===== src/rtl/alu_seq_pkg.sv =====
// Shared op codes, FSM state type and sizing helper for the ALU op sequencer.
package alu_seq_pkg;

   localparam logic [3:0] ALU_DIV     = 4'b0000;
   localparam logic [3:0] ALU_MUL     = 4'b0001;
   localparam logic [3:0] ALU_SUB     = 4'b0010;
   localparam logic [3:0] ALU_ADD     = 4'b0011;
   localparam logic [3:0] ALU_OR      = 4'b0100;
   localparam logic [3:0] ALU_AND     = 4'b0101;
   localparam logic [3:0] ALU_BNE     = 4'b0110;
   localparam logic [3:0] ALU_BGT     = 4'b0111;
   localparam logic [3:0] ALU_BLT     = 4'b1000;
   localparam logic [3:0] ALU_INVALID = 4'b1111;

   typedef enum logic [1:0] {
      IDLE = 2'd0,
      ITER = 2'd1,
      DONE = 2'd2
   } state_t;

   // Bits needed to hold the value n-1 (call with WIDTH+1 to hold WIDTH).
   function automatic int clog2(input int n);
      int r;
      r = 0;
      while ((1 << r) < n) r = r + 1;
      return r;
   endfunction

endpackage


===== src/rtl/iter_muldiv.sv =====
// Iterative unsigned multiplier / restoring divider sharing one 2*WIDTH shift
// register and one adder; one step per cycle for WIDTH cycles after i_start.
module iter_muldiv
   import alu_seq_pkg::*;
#(
   parameter int WIDTH = 32
) (
   input  logic             i_clk,
   input  logic             i_rst_n,
   input  logic             i_flush,
   input  logic             i_start,
   input  logic             i_mode_div,
   input  logic [WIDTH-1:0] i_a,
   input  logic [WIDTH-1:0] i_b,
   output logic             o_done,
   output logic [WIDTH-1:0] o_lo,
   output logic [WIDTH-1:0] o_hi
);

   localparam int CW = clog2(WIDTH + 1);

   logic [2*WIDTH-1:0] r_acc;
   logic [WIDTH-1:0]   r_operand;
   logic               r_mode_div;
   logic [CW-1:0]      r_cnt;

   logic [WIDTH-1:0]   w_hi;
   logic [WIDTH-1:0]   w_lo;
   logic [WIDTH:0]     w_x;
   logic [WIDTH:0]     w_y;
   logic [WIDTH+1:0]   w_sum;
   logic               w_fits;
   logic [2*WIDTH-1:0] w_acc_nxt;

   assign w_hi = r_acc[2*WIDTH-1:WIDTH];
   assign w_lo = r_acc[WIDTH-1:0];

   // Div: partial remainder shifted left against divisor (x - d = x + ~d + 1).
   // Mul: high half plus multiplicand when the current multiplier bit is set.
   always_comb begin
      w_x = {1'b0, w_hi};
      w_y = '0;
      if (r_mode_div) begin
         w_x = {w_hi, w_lo[WIDTH-1]};
         w_y = ~{1'b0, r_operand};
      end else if (w_lo[0]) begin
         w_y = {1'b0, r_operand};
      end
   end

   assign w_sum  = {1'b0, w_x} + {1'b0, w_y} + {{(WIDTH+1){1'b0}}, r_mode_div};
   assign w_fits = w_sum[WIDTH+1];

   always_comb begin
      if (r_mode_div) begin
         w_acc_nxt[2*WIDTH-1:WIDTH] = w_fits ? w_sum[WIDTH-1:0] : w_x[WIDTH-1:0];
         w_acc_nxt[WIDTH-1:0]       = {w_lo[WIDTH-2:0], w_fits};
      end else begin
         w_acc_nxt = {w_sum[WIDTH:0], w_lo[WIDTH-1:1]};
      end
   end

   // The final step's result is presented combinationally alongside o_done.
   assign o_done = (r_cnt == CW'(1));
   assign o_lo   = w_acc_nxt[WIDTH-1:0];
   assign o_hi   = w_acc_nxt[2*WIDTH-1:WIDTH];

   always_ff @(posedge i_clk) begin
      if (!i_rst_n) begin
         r_acc      <= '0;
         r_operand  <= '0;
         r_mode_div <= 1'b0;
         r_cnt      <= '0;
      end else if (i_flush) begin
         r_cnt <= '0;
      end else if (i_start) begin
         r_acc      <= {{WIDTH{1'b0}}, (i_mode_div ? i_a : i_b)};
         r_operand  <= i_mode_div ? i_b : i_a;
         r_mode_div <= i_mode_div;
         r_cnt      <= CW'(WIDTH);
      end else if (r_cnt != '0) begin
         r_acc <= w_acc_nxt;
         r_cnt <= r_cnt - CW'(1);
      end
   end

endmodule


===== src/rtl/alu_op_sequencer.sv =====
// Issues one ALU op at a time: single-cycle ops complete next cycle, mul/div
// iterate WIDTH steps; valid/ready on both sides stalls issue while busy.
module alu_op_sequencer
   import alu_seq_pkg::*;
#(
   parameter int WIDTH = 32
) (
   input  logic             i_clock,
   input  logic             i_reset_n,
   input  logic             i_flush,
   input  logic             i_in_valid,
   output logic             o_in_ready,
   input  logic [3:0]       i_alu_control,
   input  logic [WIDTH-1:0] i_operand_a,
   input  logic [WIDTH-1:0] i_operand_b,
   output logic             o_out_valid,
   input  logic             i_out_ready,
   output logic [WIDTH-1:0] o_result,
   output logic [WIDTH-1:0] o_result_hi,
   output logic             o_branch_taken,
   output logic             o_zero,
   output logic             o_error
);

   state_t           r_state;
   state_t           w_state_nxt;

   logic [WIDTH-1:0] r_result;
   logic [WIDTH-1:0] r_result_hi;
   logic             r_branch_taken;
   logic             r_zero;
   logic             r_error;

   logic             w_iter_op;
   logic             w_start;
   logic             w_load_single;
   logic             w_load_iter;
   logic             w_md_done;
   logic [WIDTH-1:0] w_md_lo;
   logic [WIDTH-1:0] w_md_hi;

   logic [WIDTH-1:0] w_diff;
   logic [WIDTH-1:0] w_res;
   logic [WIDTH-1:0] w_res_hi;
   logic             w_branch;
   logic             w_err;

   // Divide by zero takes the single-cycle path.
   assign w_iter_op = (i_alu_control == ALU_MUL) ||
                      ((i_alu_control == ALU_DIV) && (i_operand_b != '0));

   always_ff @(posedge i_clock) begin
      if (!i_reset_n) r_state <= IDLE;
      else            r_state <= w_state_nxt;
   end

   always_comb begin
      w_state_nxt   = r_state;
      w_start       = 1'b0;
      w_load_single = 1'b0;
      w_load_iter   = 1'b0;
      o_in_ready    = 1'b0;
      o_out_valid   = 1'b0;
      case (r_state)
         IDLE: begin
            o_in_ready = !i_flush;
            if (i_in_valid && !i_flush) begin
               if (w_iter_op) begin
                  w_start     = 1'b1;
                  w_state_nxt = ITER;
               end else begin
                  w_load_single = 1'b1;
                  w_state_nxt   = DONE;
               end
            end
         end
         ITER: begin
            if (w_md_done && !i_flush) begin
               w_load_iter = 1'b1;
               w_state_nxt = DONE;
            end
         end
         DONE: begin
            o_out_valid = 1'b1;
            if (i_out_ready) w_state_nxt = IDLE;
         end
         default: w_state_nxt = IDLE;
      endcase
      if (i_flush) w_state_nxt = IDLE;
   end

   assign w_diff = i_operand_a - i_operand_b;

   always_comb begin
      w_res    = '0;
      w_res_hi = '0;
      w_branch = 1'b0;
      w_err    = 1'b0;
      case (i_alu_control)
         ALU_DIV: begin
            w_res    = '1;
            w_res_hi = i_operand_a;
            w_err    = 1'b1;
         end
         ALU_MUL: ;
         ALU_SUB: w_res = w_diff;
         ALU_ADD: w_res = i_operand_a + i_operand_b;
         ALU_OR:  w_res = i_operand_a | i_operand_b;
         ALU_AND: w_res = i_operand_a & i_operand_b;
         ALU_BNE: begin
            w_res    = w_diff;
            w_branch = (i_operand_a != i_operand_b);
         end
         ALU_BGT: begin
            w_res    = w_diff;
            w_branch = ($signed(i_operand_a) > $signed(i_operand_b));
         end
         ALU_BLT: begin
            w_res    = w_diff;
            w_branch = ($signed(i_operand_a) < $signed(i_operand_b));
         end
         default: w_err = 1'b1;
      endcase
   end

   iter_muldiv #(
      .WIDTH (WIDTH)
   ) u_iter_muldiv (
      .i_clk      (i_clock),
      .i_rst_n    (i_reset_n),
      .i_flush    (i_flush),
      .i_start    (w_start),
      .i_mode_div (i_alu_control == ALU_DIV),
      .i_a        (i_operand_a),
      .i_b        (i_operand_b),
      .o_done     (w_md_done),
      .o_lo       (w_md_lo),
      .o_hi       (w_md_hi)
   );

   always_ff @(posedge i_clock) begin
      if (!i_reset_n) begin
         r_result       <= '0;
         r_result_hi    <= '0;
         r_branch_taken <= 1'b0;
         r_zero         <= 1'b0;
         r_error        <= 1'b0;
      end else if (w_load_single) begin
         r_result       <= w_res;
         r_result_hi    <= w_res_hi;
         r_branch_taken <= w_branch;
         r_zero         <= (w_res == '0);
         r_error        <= w_err;
      end else if (w_load_iter) begin
         r_result       <= w_md_lo;
         r_result_hi    <= w_md_hi;
         r_branch_taken <= 1'b0;
         r_zero         <= (w_md_lo == '0);
         r_error        <= 1'b0;
      end
   end

   assign o_result       = r_result;
   assign o_result_hi    = r_result_hi;
   assign o_branch_taken = r_branch_taken;
   assign o_zero         = r_zero;
   assign o_error        = r_error;

endmodule

===== config.mk =====
export PLATFORM = sky130hd
export DESIGN_NAME = alu_op_sequencer
export DESIGN_NICKNAME = d
export VERILOG_FILES = /design/src/rtl/alu_seq_pkg.sv /design/src/rtl/iter_muldiv.sv /design/src/rtl/alu_op_sequencer.sv
export SDC_FILE = /design/constraint.sdc
export NUM_CORES = 1
export LEC_CHECK = 0
export ABC_AREA = 1
export CAP_MARGIN = 30
export CORE_ASPECT_RATIO = 1.4
export CORE_UTILIZATION = 55
export DETAILED_ROUTE_END_ITERATION = 7
export PLACE_DENSITY_LB_ADDON = 0.3
export SYNTH_ARGS = -nofsm -noshare
export SYNTH_HDL_FRONTEND = slang
export SYNTH_HIERARCHICAL = 1
export SYNTH_SLANG_ARGS = --single-unit

===== constraint.sdc =====
create_clock -name i_clock -period 5.95 [get_ports i_clock]
set_input_delay 0.8925 -clock i_clock [delete_from_list [all_inputs] [get_ports i_clock]]
set_output_delay 0.8925 -clock i_clock [all_outputs]
set_load 0.02 [all_outputs]

After elaboration in Yosys (flattened, before gate mapping). Cells that the tools add are included.

Add/sub/neg operators: 5. Order comparisons: 2. Equality and inequality tests: 15. Mux-type cells: 39. Bitwise logic cells: 5. Reductions and logical operators: 20.

Operators by type and width (count): two-way mux 32 bit (9); two-way mux 64 bit (3); one-hot mux 32 bit (5 select lines) (1); two-way mux 33 bit (2); logical NOT 32 bit (2); adder 33 x 33 -> 34 bit (1); adder 34 x 1 -> 34 bit (1); inverter 32 -> 33 bit (1); adder 32 bit (1); AND 32 bit (1); greater-than comparator 32 bit (1); < comparator 32 bit (1); != test 32 bit (1); OR 32 bit (1); nonzero test 32 bit (1); subtractor 32 bit (1); == test 4 x 3 -> 1 bit, second input constant (4); two-way mux 1 bit (16); two-way mux 6 bit (2); == test 4 x 2 -> 1 bit, second input constant (2); two-way mux 2 bit (4); OR reduction 8 bit (1); == test 6 x 1 -> 1 bit, second input constant (1); != test 2 bit, second input constant (3); 20 further kinds (25).

Flip-flop bits (word level): 172. Bits of input ports: 73. Output and inout bits: 69. Word-level logic and storage cells: 97.

Longest topological paths before layout.
Depth after elaboration: 9. Depth in mapped cells: 23. Mapped depth without buffers: 21.

By module. The synthesis kept the hierarchy.

Modules (own cells, without submodules): alu_op_sequencer (instances 1, cells an instance 1852, area an instance 10137.2 µm², sequential area each 1381.3 µm²); iter_muldiv (instances 1, cells an instance 1572, area an instance 8948.6 µm², sequential area each 2062.0 µm²).

Worst setup path before layout. Ideal clock, no wire load.

Path kind: reg2reg. From: register u_iter_muldiv.r_mode_div. To: register r_zero, in the netlist o_zero. Setup time: 0.070 ns. Arrival time: 3.136 ns. Data required time: 5.880 ns. Setup slack: 2.744 ns. Stages on the path, launching flop included: 22. Path buffers: 4. Period minus slack after synthesis: 3.206 ns. Cells stage by stage: dfxtp_1 > clkbuf_1 > clkbuf_1 > clkbuf_1 > o21ai_0 > ha_1 > nand2_1 > inv_1 > nand2_1 > nand2_1 > inv_1 > nand3_2 > nand2_2 > nand2_2 > nand2_4 > buf_2 > nand3_2 > nor4_1 > nand4_1 > nor2_1 > o21ai_0 > a21oi_1.

Word-level cells in the longest chain between the ends: 7. Elaborated cells between the ends (all ways): 8. Classes of those cells: add/sub (2); mux (5); reduce/logical (1).

RTL lines: start, declared (line iter_muldiv.sv:24) `logic r_mode_div;`; start signal, assigned (line iter_muldiv.sv:79) `r_mode_div <= i_mode_div;`; two-way mux 33 bit (line iter_muldiv.sv:43) `if (r_mode_div) begin`; adder 33 x 33 -> 34 bit (line iter_muldiv.sv:51) `assign w_sum = {1'b0, w_x} + {1'b0, w_y} + {{(WIDTH+1){1'b0}}, r_mode_div};`; adder 34 x 1 -> 34 bit (line iter_muldiv.sv:51); two-way mux 64 bit (*) (line iter_muldiv.sv:55) `if (r_mode_div) begin`; net w_md_lo[0] (line alu_op_sequencer.sv:39) `logic [WIDTH-1:0] w_md_lo;`; logical NOT 32 bit (*) (line alu_op_sequencer.sv:158) `r_zero <= (w_md_lo == '0);`; two-way mux 1 bit (*) (line alu_op_sequencer.sv:154) `end else if (w_load_iter) begin`; two-way mux 1 bit (*) (line alu_op_sequencer.sv:148) `end else if (w_load_single) begin`; end signal, assigned (line alu_op_sequencer.sv:152) `r_zero <= (w_res == '0);`; end signal, assigned (line alu_op_sequencer.sv:158); end, declared (line alu_op_sequencer.sv:31) `logic r_zero;`.

The timed path passes the listed nets; every way through them passes the cells marked *. The select of a mux whose other input is x is not followed. A chain may end at the register's enable or synchronous reset.

Worst setup path after layout. Ends and elaborated chain as after synthesis.

==> results by stage <==
Run status:
- The flow ran to the end, and the final reports show no timing, DRC or antenna violations.

Layout:
- Relative to the synthesized area, the layout overhead comes to 10.52%.
- The library cell used most frequently in the layout, excluding fill and tap cells, is sky130_fd_sc_hd__nand2_1.
- The net count of the finished layout is 3654.
- Measured on the finished design, the core utilization comes to between 60% and 70%.
- The post-route netlist has slightly above 5% of its cells at a drive strength greater than 1.
- The count of placed standard cells in the final layout, fillers left out is 3906.
- In the layout the commonest cells are 1159 x sky130_fd_sc_hd__nand2_1, 516 x sky130_fd_sc_hd__inv_1, 264 x sky130_fd_sc_hd__o21ai_0.

Die:
- In this run the vertical extent of the chip is 222.4 um.
- The die covers 35460 sq um.
- After floorplanning, the core was divided into 80 placement rows.
- The core outline area is about 34000 sq um.
- The width of the chip is 159.4 um.
- The I/O pin total is 142.
- The effective utilization at floorplan is 55.92%.

Place:
- The HPWL after detailed placement is between 60 and 70 mm.
- The number of placed instances, taps included, is 3871.
- Port buffering added 141 buffers.
- Routability-driven placement finished with a final weighted congestion of between 1 and 1.5.

Yosys:
- The post-synth design cell area is 19090 sq um.
- The post-synthesis net count is 3637.
- The area fraction of the dominant cell type after synthesis is 22.81%.
- The synthesized flop and latch total is 172.
- Dividing the synthesized area by the synthesized cell count gives 5.574 sq um.
- The warning count from the yosys run is 6.
- Synthesis instantiated 47 different standard cells from the library.
- The cell count after synthesis is 3424.
- In the post-synthesis netlist, the biggest area contributors are sky130_fd_sc_hd__nand2_1 23%, sky130_fd_sc_hd__dfxtp_1 18%, sky130_fd_sc_hd__inv_1 10%, sky130_fd_sc_hd__ha_1 8.9%, sky130_fd_sc_hd__o21ai_0 6.9%.
- The register area share after synthesis is 18.04%.
- The largest total area in the synthesized netlist belongs to sky130_fd_sc_hd__nand2_1.

Timing:
- For the pin with the worst max-slew slack, the measured transition is 0.9624 ns.
- The final worst clock skew is around 0.012 ns.
- Setup violations remaining at the end of the flow were counted as 0.
- Counting I/O delays and the setup requirement, the final critical path takes 4.372 ns.
- The final total negative setup slack is 0 ns.
- Static timing analysis puts the maximum clock frequency at 0.2288 GHz.
- After layout, the worst path uses 73.47% of the clock period.
- Setup repair after global routing left no endpoint under its margin.
- The count of pins over their slew limit is 0.
- Measured against its own limit, the worst slew margin works out to 35.44%.
- The hold violation total from the final report came to 0.

Setup path:
- The data required time of the critical path is 6.32 ns.
- The highest fanout seen on the critical path is between 60 and 70.
- STA classifies the critical path endpoint as a register.
- The signal arrival time at the worst endpoint is about 4.7 ns.
- The worst setup path is launched from a register.
- The critical path is of the reg2reg type.

Clocking:
- For this design, the CTS-stage hold fixing added 0 buffers.
- The cell sitting at the root of the clock tree is a sky130_fd_sc_hd__clkbuf_16.
- The clock slew at the register clock pins of the worst setup and hold paths is 0.07 ns.
- The H-tree generated during clock tree synthesis spans 4 levels.
- Gates resized during post-CTS repair numbered 0.
- The clock sink count is 172.
- The post-CTS repair timing setup buffer count is 0.
- In this run the deepest clock path goes through 2 buffers.
- The clock latency on the worst-skew pair is 0.44 ns.
- The number of buffers created by CTS is 17.
- The TritonCTS clock tree is done.

Route:
- The number of DRC violations after detailed routing is 0.
- Once detail routing completed, the nets flagged for antenna violations numbered 0.
- The detailed-route wire length is 76.65 mm.
- Dividing the detail-routed via count by the number of cells gives 5.814.
- The first detailed-routing pass took 6 iterations.
- In the final routed layout, each cell accounts on average for 19.62 um.
- The first routing iteration left roughly 2500 violations.
- The total number of vias is around 23000.

Global route:
- The maximum number of pins on one net before global-route repair is 123.
- The number of global-route vias before repair is 21000.
- Summed over all layers, the global routing overflow is 0.
- The initial antenna violation count is 1.
- The first-pass GRT wire length is 116.7 mm.
- Across every metal layer, demand over resource in global routing totals 42.32%.

Worst hold path:
- The path class of the tightest hold or removal check is reg2reg.

Pwr:
- The total power per unit cell area is between 150 and 200 nW/um^2.
- The peak supply drop is 271.5 uV.
- Summing internal, switching and leakage power gives roughly 4.2 mW.
- The leakage power is 10.93 nW.

Flow run:
- The number of maximum-capacitance constraint violations is 0.
[metal layers]
metal	wire length [um]	vias up	track usage [%]
li1	-	10920	-
met1	27900	10280	47.47
met2	36220	1211	73.37
met3	6589	304	6.085
met4	5943	0	30.09
met5	0	-	0
[per-stage QoR]
stage	worst slack (ns)	hold slack, ns	instance area [sq um]
final	1.578	0.4617	21090
after global routing	1.281	0.4831	21090
after CTS	1.575	0.4634	21040
after detailed placement	1.425	0.4482	20440
after global placement	1.492	0.4387	20420
after floorplan	2.744	0.4258	19090
[report_power, final]
part	switching, mW	internal (mW)	leakage [nW]
combinational	1.17	0.512	9.23
sequential	0.0873	1.26	1.40
clock	0.513	0.622	0.292
total	1.77	2.40	10.9
[final cells by class]
type | count | area [sq um]
fill | 3454 | 13040
clock buffer | 19 | 464.2
inverter | 534 | 2007
multi-input combinational | 2551 | 12830
timing repair buffer | 165 | 1639
clock inverter | 13 | 133.9
antenna | 1 | 2.502
sequential | 172 | 3447
tap | 451 | 564.3
[critical path, cell delays in order, from the launching register on]
cell	delay, ns
sky130_fd_sc_hd__dfxtp_4	0.62
sky130_fd_sc_hd__buf_4	0.63
sky130_fd_sc_hd__o21ai_0	0.25
sky130_fd_sc_hd__ha_1	0.39
sky130_fd_sc_hd__nand2_1	0.17
sky130_fd_sc_hd__inv_1	0.05
sky130_fd_sc_hd__nand2_1	0.05
sky130_fd_sc_hd__and2_1	0.17
sky130_fd_sc_hd__o21ai_2	0.08
sky130_fd_sc_hd__nor2_4	0.51
sky130_fd_sc_hd__nand3_2	0.24
sky130_fd_sc_hd__nor4_1	0.28
sky130_fd_sc_hd__nand4_1	0.29
sky130_fd_sc_hd__nor2_1	0.24
sky130_fd_sc_hd__o21ai_0	0.10
sky130_fd_sc_hd__a21oi_1	0.17
[logic make-up after synthesis]
logic type | count (synthesis) | synth area share [%]
xor gates and xnor gates | 16 | 0.7343
DFF | 172 | 18.04
buffers and inverters | 701 | 14.75
AOI/OAI and AO/OA | 577 | 16.02
and+or+nand+nor | 1817 | 41.06
muxes | 1 | 0.05245
adders and majority gates | 140 | 9.335
[final timing paths]
check                                                            end  slack (ns)                                  start  cells after the start
worst max register to register                   o_zero$_SDFFE_PN0P_        1.58  u_iter_muldiv/r_mode_div$_SDFFE_PN0P_                     15
worst min-delay path            u_iter_muldiv/r_acc[33]$_SDFFE_PN0P_        0.46   u_iter_muldiv/r_acc[33]$_SDFFE_PN0P_                      2
worst min register to register  u_iter_muldiv/r_acc[33]$_SDFFE_PN0P_        0.46   u_iter_muldiv/r_acc[33]$_SDFFE_PN0P_                      2
worst max-delay path                             o_zero$_SDFFE_PN0P_        1.58  u_iter_muldiv/r_mode_div$_SDFFE_PN0P_                     15
[cell usage after synthesis (all sizes together)]
master and count:
a211oi 1, a21o 1, a21oi 199, a311oi 3, a31oi 87, and2 9, and3 3, buf 87
clkbuf 80, clkinv 3, dfxtp 172, fa 4, ha 136, inv 531, mux2i 1, nand2 1179
nand3 293, nand3b 4, nand4 64, nor2 228, nor3 17, nor3b 1, nor4 11, o2111ai 1
o211ai 3, o21a 1, o21ai 272, o21bai 8, o311ai 1, or2 8, xnor2 2, xor2 14
[state kept, by name (all words and copies together) (netlist names)]
signal and flops:
o_branch_taken 1, o_error 1, o_result 32, o_result_hi 32
o_zero 1, r_state 2, u_iter_muldiv/r_acc 64, u_iter_muldiv/r_cnt 6
u_iter_muldiv/r_mode_div 1, u_iter_muldiv/r_operand 32
Note: power is estimated with default switching activity, not from simulation.
